==> config.mk <==
export PLATFORM = sky130hd
export DESIGN_NAME = data_mem_ctrl
export DESIGN_NICKNAME = d
export VERILOG_FILES = /design/src/rtl/data_mem_ctrl.sv
export SDC_FILE = /design/constraint.sdc
export NUM_CORES = 2
export LEC_CHECK = 0
export ABC_AREA = 1
export CAP_MARGIN = 20
export CORE_MARGIN = 1
export CORE_UTILIZATION = 45
export CTS_CLUSTER_SIZE = 14
export DETAILED_ROUTE_END_ITERATION = 8
export MAX_ROUTING_LAYER = met4
export PLACE_DENSITY_LB_ADDON = 0.2
export SYNTH_ARGS = -nofsm -noshare
export SYNTH_HDL_FRONTEND = slang
export SYNTH_SLANG_ARGS = --single-unit
==> constraint.sdc <==
create_clock -name clk -period 5 [get_ports clk]
set_clock_uncertainty 0.15 [all_clocks]
set_input_delay 0.75 -clock clk [delete_from_list [all_inputs] [get_ports clk]]
set_output_delay 0.75 -clock clk [all_outputs]
set_load 0.03 [all_outputs]
==> src/rtl/data_mem_ctrl.sv <==
// data_mem_ctrl: latency-configurable data memory with req/done handshake,
// byte-lane writes, registered read data and out-of-range detection.
module data_mem_ctrl #(
    parameter int DATA_WIDTH  = 8,
    parameter int ADDR_WIDTH  = 8,
    parameter int DEPTH       = 256,
    parameter int WAIT_STATES = 0
) (
    input  logic                    clk,
    input  logic                    rst_n,
    input  logic                    req,
    input  logic                    we,
    input  logic [ADDR_WIDTH-1:0]   addr,
    input  logic [DATA_WIDTH-1:0]   wdata,
    input  logic [DATA_WIDTH/8-1:0] be,
    output logic                    busy,
    output logic                    done,
    output logic                    err,
    output logic [DATA_WIDTH-1:0]   rdata
);
    localparam int NB = DATA_WIDTH / 8;
    // One extra bit so DEPTH == 2^ADDR_WIDTH is representable.
    localparam logic [ADDR_WIDTH:0] DEPTH_W = (ADDR_WIDTH + 1)'(DEPTH);

    typedef enum logic [1:0] {S_IDLE, S_WAIT, S_ACCESS} state_t;

    state_t                  r_state, w_next;
    logic                    r_we;
    logic [ADDR_WIDTH-1:0]   r_addr;
    logic [DATA_WIDTH-1:0]   r_wdata;
    logic [NB-1:0]           r_be;
    logic [3:0]              r_cnt;
    logic                    r_done, r_err;
    logic [DATA_WIDTH-1:0]   r_rdata;
    logic [DATA_WIDTH-1:0]   r_mem [DEPTH];
    logic                    w_accept, w_access, w_in_range;

    always_ff @(posedge clk or negedge rst_n) begin
        if (!rst_n) r_state <= S_IDLE;
        else        r_state <= w_next;
    end

    always_comb begin
        w_next = r_state;
        case (r_state)
            S_IDLE:   w_next = req ? (WAIT_STATES > 0 ? S_WAIT : S_ACCESS) : S_IDLE;
            S_WAIT:   w_next = (r_cnt == 4'd1) ? S_ACCESS : S_WAIT;
            S_ACCESS: w_next = S_IDLE;
            default:  w_next = S_IDLE;
        endcase
    end

    always_comb begin
        busy       = r_state != S_IDLE;
        w_accept   = r_state == S_IDLE && req;
        w_access   = r_state == S_ACCESS;
        w_in_range = {1'b0, r_addr} < DEPTH_W;
    end

    always_ff @(posedge clk or negedge rst_n) begin
        if (!rst_n) begin
            r_we    <= 1'b0;
            r_addr  <= '0;
            r_wdata <= '0;
            r_be    <= '0;
            r_cnt   <= '0;
            r_done  <= 1'b0;
            r_err   <= 1'b0;
            r_rdata <= '0;
        end else begin
            r_done <= w_access;
            r_err  <= w_access && !w_in_range;
            if (w_accept) begin
                r_we    <= we;
                r_addr  <= addr;
                r_wdata <= wdata;
                r_be    <= be;
                r_cnt   <= 4'(WAIT_STATES);
            end else if (r_state == S_WAIT) begin
                r_cnt <= r_cnt - 4'd1;
            end
            if (w_access && !r_we)
                r_rdata <= w_in_range ? r_mem[r_addr] : '0;
        end
    end

    // Array is deliberately not reset; an async reset forces IDLE so an aborted write never lands.
    always_ff @(posedge clk) begin
        if (w_access && r_we && w_in_range)
            for (int i = 0; i < NB; i++)
                if (r_be[i]) r_mem[r_addr][i*8 +: 8] <= r_wdata[i*8 +: 8];
    end

    assign done  = r_done;
    assign err   = r_err;
    assign rdata = r_rdata;
endmodule

==> results.rst <==
.. list-table::
   :header-rows: 1

   * - Metric
     - Value
   * - Required time of the critical path
     - 5320 ps
   * - Mapped Nets
     - 7992
   * - Areal power density over the cells
     - 426 mW/mm^2
   * - Final Setup Violations
     - 0
   * - Final routed wirelength across all metal layers
     - 240 mm
   * - Wire per inst
     - 22.7 um
   * - All-Layer GR Usage
     - 0.256
   * - Status
     - finished, final reports clean
   * - Area delta synth->final
     - 11.0%
   * - Startpoint of the worst hold path
     - wdata[0]
   * - Type of the setup path with the least slack
     - reg2reg
   * - Cell area after technology mapping
     - 0.0855 mm^2
   * - Number of gates given a new drive strength after cts
     - 0
   * - Part of the cycle the worst path needs
     - 0.721
   * - TritonCTS buffer count
     - 212
   * - Initial antenna violation count
     - 7
   * - Layout cells sized above 1
     - 0.0519
   * - Synthesis Warnings
     - 0
   * - Cells after synthesis
     - 7969
   * - Starting density of the core
     - 0.454
   * - Net switching power
     - 0.0110 W
   * - Standard-cell row count
     - 159
   * - 1st-iter DRT viols
     - 5876
   * - Leakage power total
     - 36.5 nW
   * - Switching part of the total
     - 0.272
   * - Routability congestion estimate from global placement
     - 0.896
   * - Clk Tree Root Cell
     - sky130_fd_sc_hd__clkbuf_16
   * - TritonCTS sink count
     - 2081
   * - Post-detailed-route DRC marker count
     - 0
   * - IO Pins
     - 32
   * - Slew of the pin with the lowest slew margin
     - around 1100 ps
   * - Worst hold-check path type
     - in2reg
   * - Die span in x
     - 438 um
   * - Wire length of the first global-routing pass
     - 354 mm
   * - Number of max-slew violations in the final report
     - 0
   * - Area enclosed by the die boundary
     - 0.192 mm^2
   * - Relative slew margins
     - 0.241
   * - Cell count after placement
     - between 10000 and 15000
   * - Port bufs
     - 30
   * - Via-to-Cell Ratio
     - 5.33
   * - Max-cap viol count
     - 0
   * - Seq cells post-synth
     - 2081
   * - DRT Pass-1 Iters
     - 6
   * - Core Box Area
     - 0.188 mm^2
   * - Period minus WS final
     - 3610 ps
   * - Sequential area share after synthesis
     - 0.729
   * - Height of the die
     - 438 um
   * - Unrepaired setup endpoints after global routing
     - false
   * - Final-layout setup total negative slack
     - 0 ps
   * - Internal power
     - 0.0294 W
   * - H-tree Lvls
     - 4
   * - Share of power burned in the clock network
     - 0.379
   * - DP Wirelength
     - roughly 130 mm
   * - Overflow left after global routing
     - 0
   * - Logic pwr share
     - 0.129
   * - Routed vias
     - 56400
   * - Final hold violation count
     - 0
   * - Total number of nets in the final design
     - 7929
   * - Slack of the worst reg-to-reg path
     - 1390 ps
   * - Maximum net fanout on the critical path
     - 14
   * - Type of destination of the critical path
     - flip-flop
   * - Maximum clock insertion buffer count
     - 3
   * - Finished Core Util
     - 0.504
   * - Later-pin clock latency in the skew report
     - 840 ps
   * - Maximum number of pins on one net before global-route repair
     - 158
   * - CP Data Arrival Time
     - a little under 4000 ps
   * - Largest voltage drop on the vdd net
     - 0.332 mV
   * - Share of power burned in registers
     - 0.492
   * - Reg clk slew, reported paths
     - 60 ps
   * - Number of distinct standard cells referenced by the synthesized netlist
     - 27
   * - Detail Route Antenna Nets
     - 0
   * - Source of the worst register-to-register timing path
     - r_state[0]
   * - TritonCTS clock tree
     - built
   * - Kind of start point of the critical path
     - flip-flop
   * - Final non-filler cell total
     - about 11000
   * - Post-Syn Area per Cell
     - 10.7 um^2
   * - Worst setup startpoint
     - r_state[0]
   * - Vias in the first global route
     - between 50000 and 60000
   * - Fmax achieved
     - 277 MHz
-- metrics by stage --
step | hold slack (ps) | worst slack (ps) | total power, W | instance area, um^2
2_1_floorplan | 285 | 863 | 0.0234 | 85500
3_3_place_gp | 325 | 1440 | 0.0254 | 88300
3_5_place_dp | 320 | 1410 | 0.0254 | 88300
4_1_cts | 233 | 1400 | 0.0406 | 94900
5_1_grt | 265 | 1250 | 0.0417 | 94900
6_report | 290 | 1390 | 0.0404 | 94900
-- registers in the layout, indices dropped and copies added (netlist names) --
register	flops
r_cnt	4
r_we	1
done	1
r_state	2
rdata	8
r_addr	8
r_mem	2048
r_wdata	8
r_be	1
-- cell usage after synthesis (all sizes together) --
library cell	n	share of area
o21ai	94	0.0055
nand3	138	0.0081
clkinv	1	0.000044
o21bai	1	0.000088
edfxtp	2048	0.72
clkbuf	91	0.0040
nor2	617	0.027
a21oi	79	0.0046
a31oi	1	0.000073
dfrtp	33	0.0097
or2	8	0.00059
ha	2	0.00029
buf	319	0.020
nand4	71	0.0052
inv	54	0.0024
conb	1	0.000044
nand2	4411	0.19
-- per-layer routing --
metal / wire length [um] / track usage / up-vias
met5: 0 / - / -
met4: 7230 / 0.0788 / 0
met3: 16600 / 0.0326 / 374
met2: 113000 / 0.401 / 2096
met1: 103000 / 0.349 / 27800
li1: - / - / 26100
-- repair_timing --
| item | 4_1_cts | 5_1_grt |
|---|---|---|
| buffers inserted | 0 | 0 |
| hold buffers | 1 | 0 |
| endpoints found under the hold margin | 33 | 0 |
-- layout by cell type, fill, tap and decap left out, types with 2 or more instances in the layout --
cell and count:
sky130_fd_sc_hd__clkinvlp_4 4, sky130_fd_sc_hd__buf_12 36, sky130_fd_sc_hd__o21ai_1 78, sky130_fd_sc_hd__clkbuf_1 64, sky130_fd_sc_hd__ha_1 2, sky130_fd_sc_hd__diode_2 2
sky130_fd_sc_hd__dfrtp_4 10, sky130_fd_sc_hd__nand3_1 137, sky130_fd_sc_hd__inv_1 49, sky130_fd_sc_hd__clkdlybuf4s50_1 29, sky130_fd_sc_hd__buf_4 65, sky130_fd_sc_hd__a21oi_1 79
sky130_fd_sc_hd__nand4_1 71, sky130_fd_sc_hd__clkinv_8 4, sky130_fd_sc_hd__or2_2 8, sky130_fd_sc_hd__o21ai_0 16, sky130_fd_sc_hd__nand2_2 6, sky130_fd_sc_hd__dfrtp_1 23
sky130_fd_sc_hd__clkinv_1 48, sky130_fd_sc_hd__clkinv_16 3, sky130_fd_sc_hd__inv_16 3, sky130_fd_sc_hd__clkbuf_8 4, sky130_fd_sc_hd__clkbuf_16 214, sky130_fd_sc_hd__nand2_1 4405
sky130_fd_sc_hd__clkinv_2 29, sky130_fd_sc_hd__inv_8 2, sky130_fd_sc_hd__nor2_2 3, sky130_fd_sc_hd__inv_6 4, sky130_fd_sc_hd__nor2_1 608, sky130_fd_sc_hd__edfxtp_1 2048
sky130_fd_sc_hd__bufinv_16 13, sky130_fd_sc_hd__nor2_4 5
-- cell families (layout without fill, tap and decap cells) --
group | Yosys count | in the layout | synth area share
AO/OA/AOI/OAI | 175 | 175 | 0.0103
adder cells (fa/ha/maj) | 2 | 2 | 0.000292
buffers and inverters | 465 | 576 | 0.0259
flip-flops | 2081 | 2081 | 0.729
other | 1 | 3 | 0.0000438
AND/OR/NAND/NOR | 5245 | 5245 | 0.235
-- critical path, stage by stage (launching register included) --
cell	delay, ps
sky130_fd_sc_hd__dfrtp_1	400
sky130_fd_sc_hd__nor2_1	150
sky130_fd_sc_hd__inv_1	90
sky130_fd_sc_hd__nor2_2	580
sky130_fd_sc_hd__buf_4	290
sky130_fd_sc_hd__nand2_2	650
sky130_fd_sc_hd__nor2_1	870
-- cell type report --
class	instances	area, um^2
fillers	16700	93500
flip-flops and latches	2081	62400
multi-input cells	5423	21000
clock buffers	282	5650
well taps	2495	3120
repair buffers	133	1530
clock inverters	106	976
inverters	55	236
diodes	2	5.00
-- power groups by stage --
| stage | Clock, W | Sequential, W | Combinational (W) |
|---|---|---|---|
| after global routing | 0.0162 | 0.0199 | 0.00567 |
| final | 0.0153 | 0.0199 | 0.00523 |
| after global placement | 0 | 0.0202 | 0.00517 |
| after detailed placement | 0 | 0.0202 | 0.00519 |
| after floorplan | 0 | 0.0206 | 0.00279 |
| after CTS | 0.0155 | 0.0199 | 0.00520 |
-- path summary, 6_finish.rpt --
kind,cells past startpoint,end
setup / recovery,6,r_mem[201][7]
setup reg to reg,6,r_mem[201][7]
min in group asynchronous,2,r_wdata[4]
hold / removal,3,r_wdata[0]
hold reg to reg,2,r_be
max in group asynchronous,2,r_addr[0]
(Power assumes the default switching activity.)
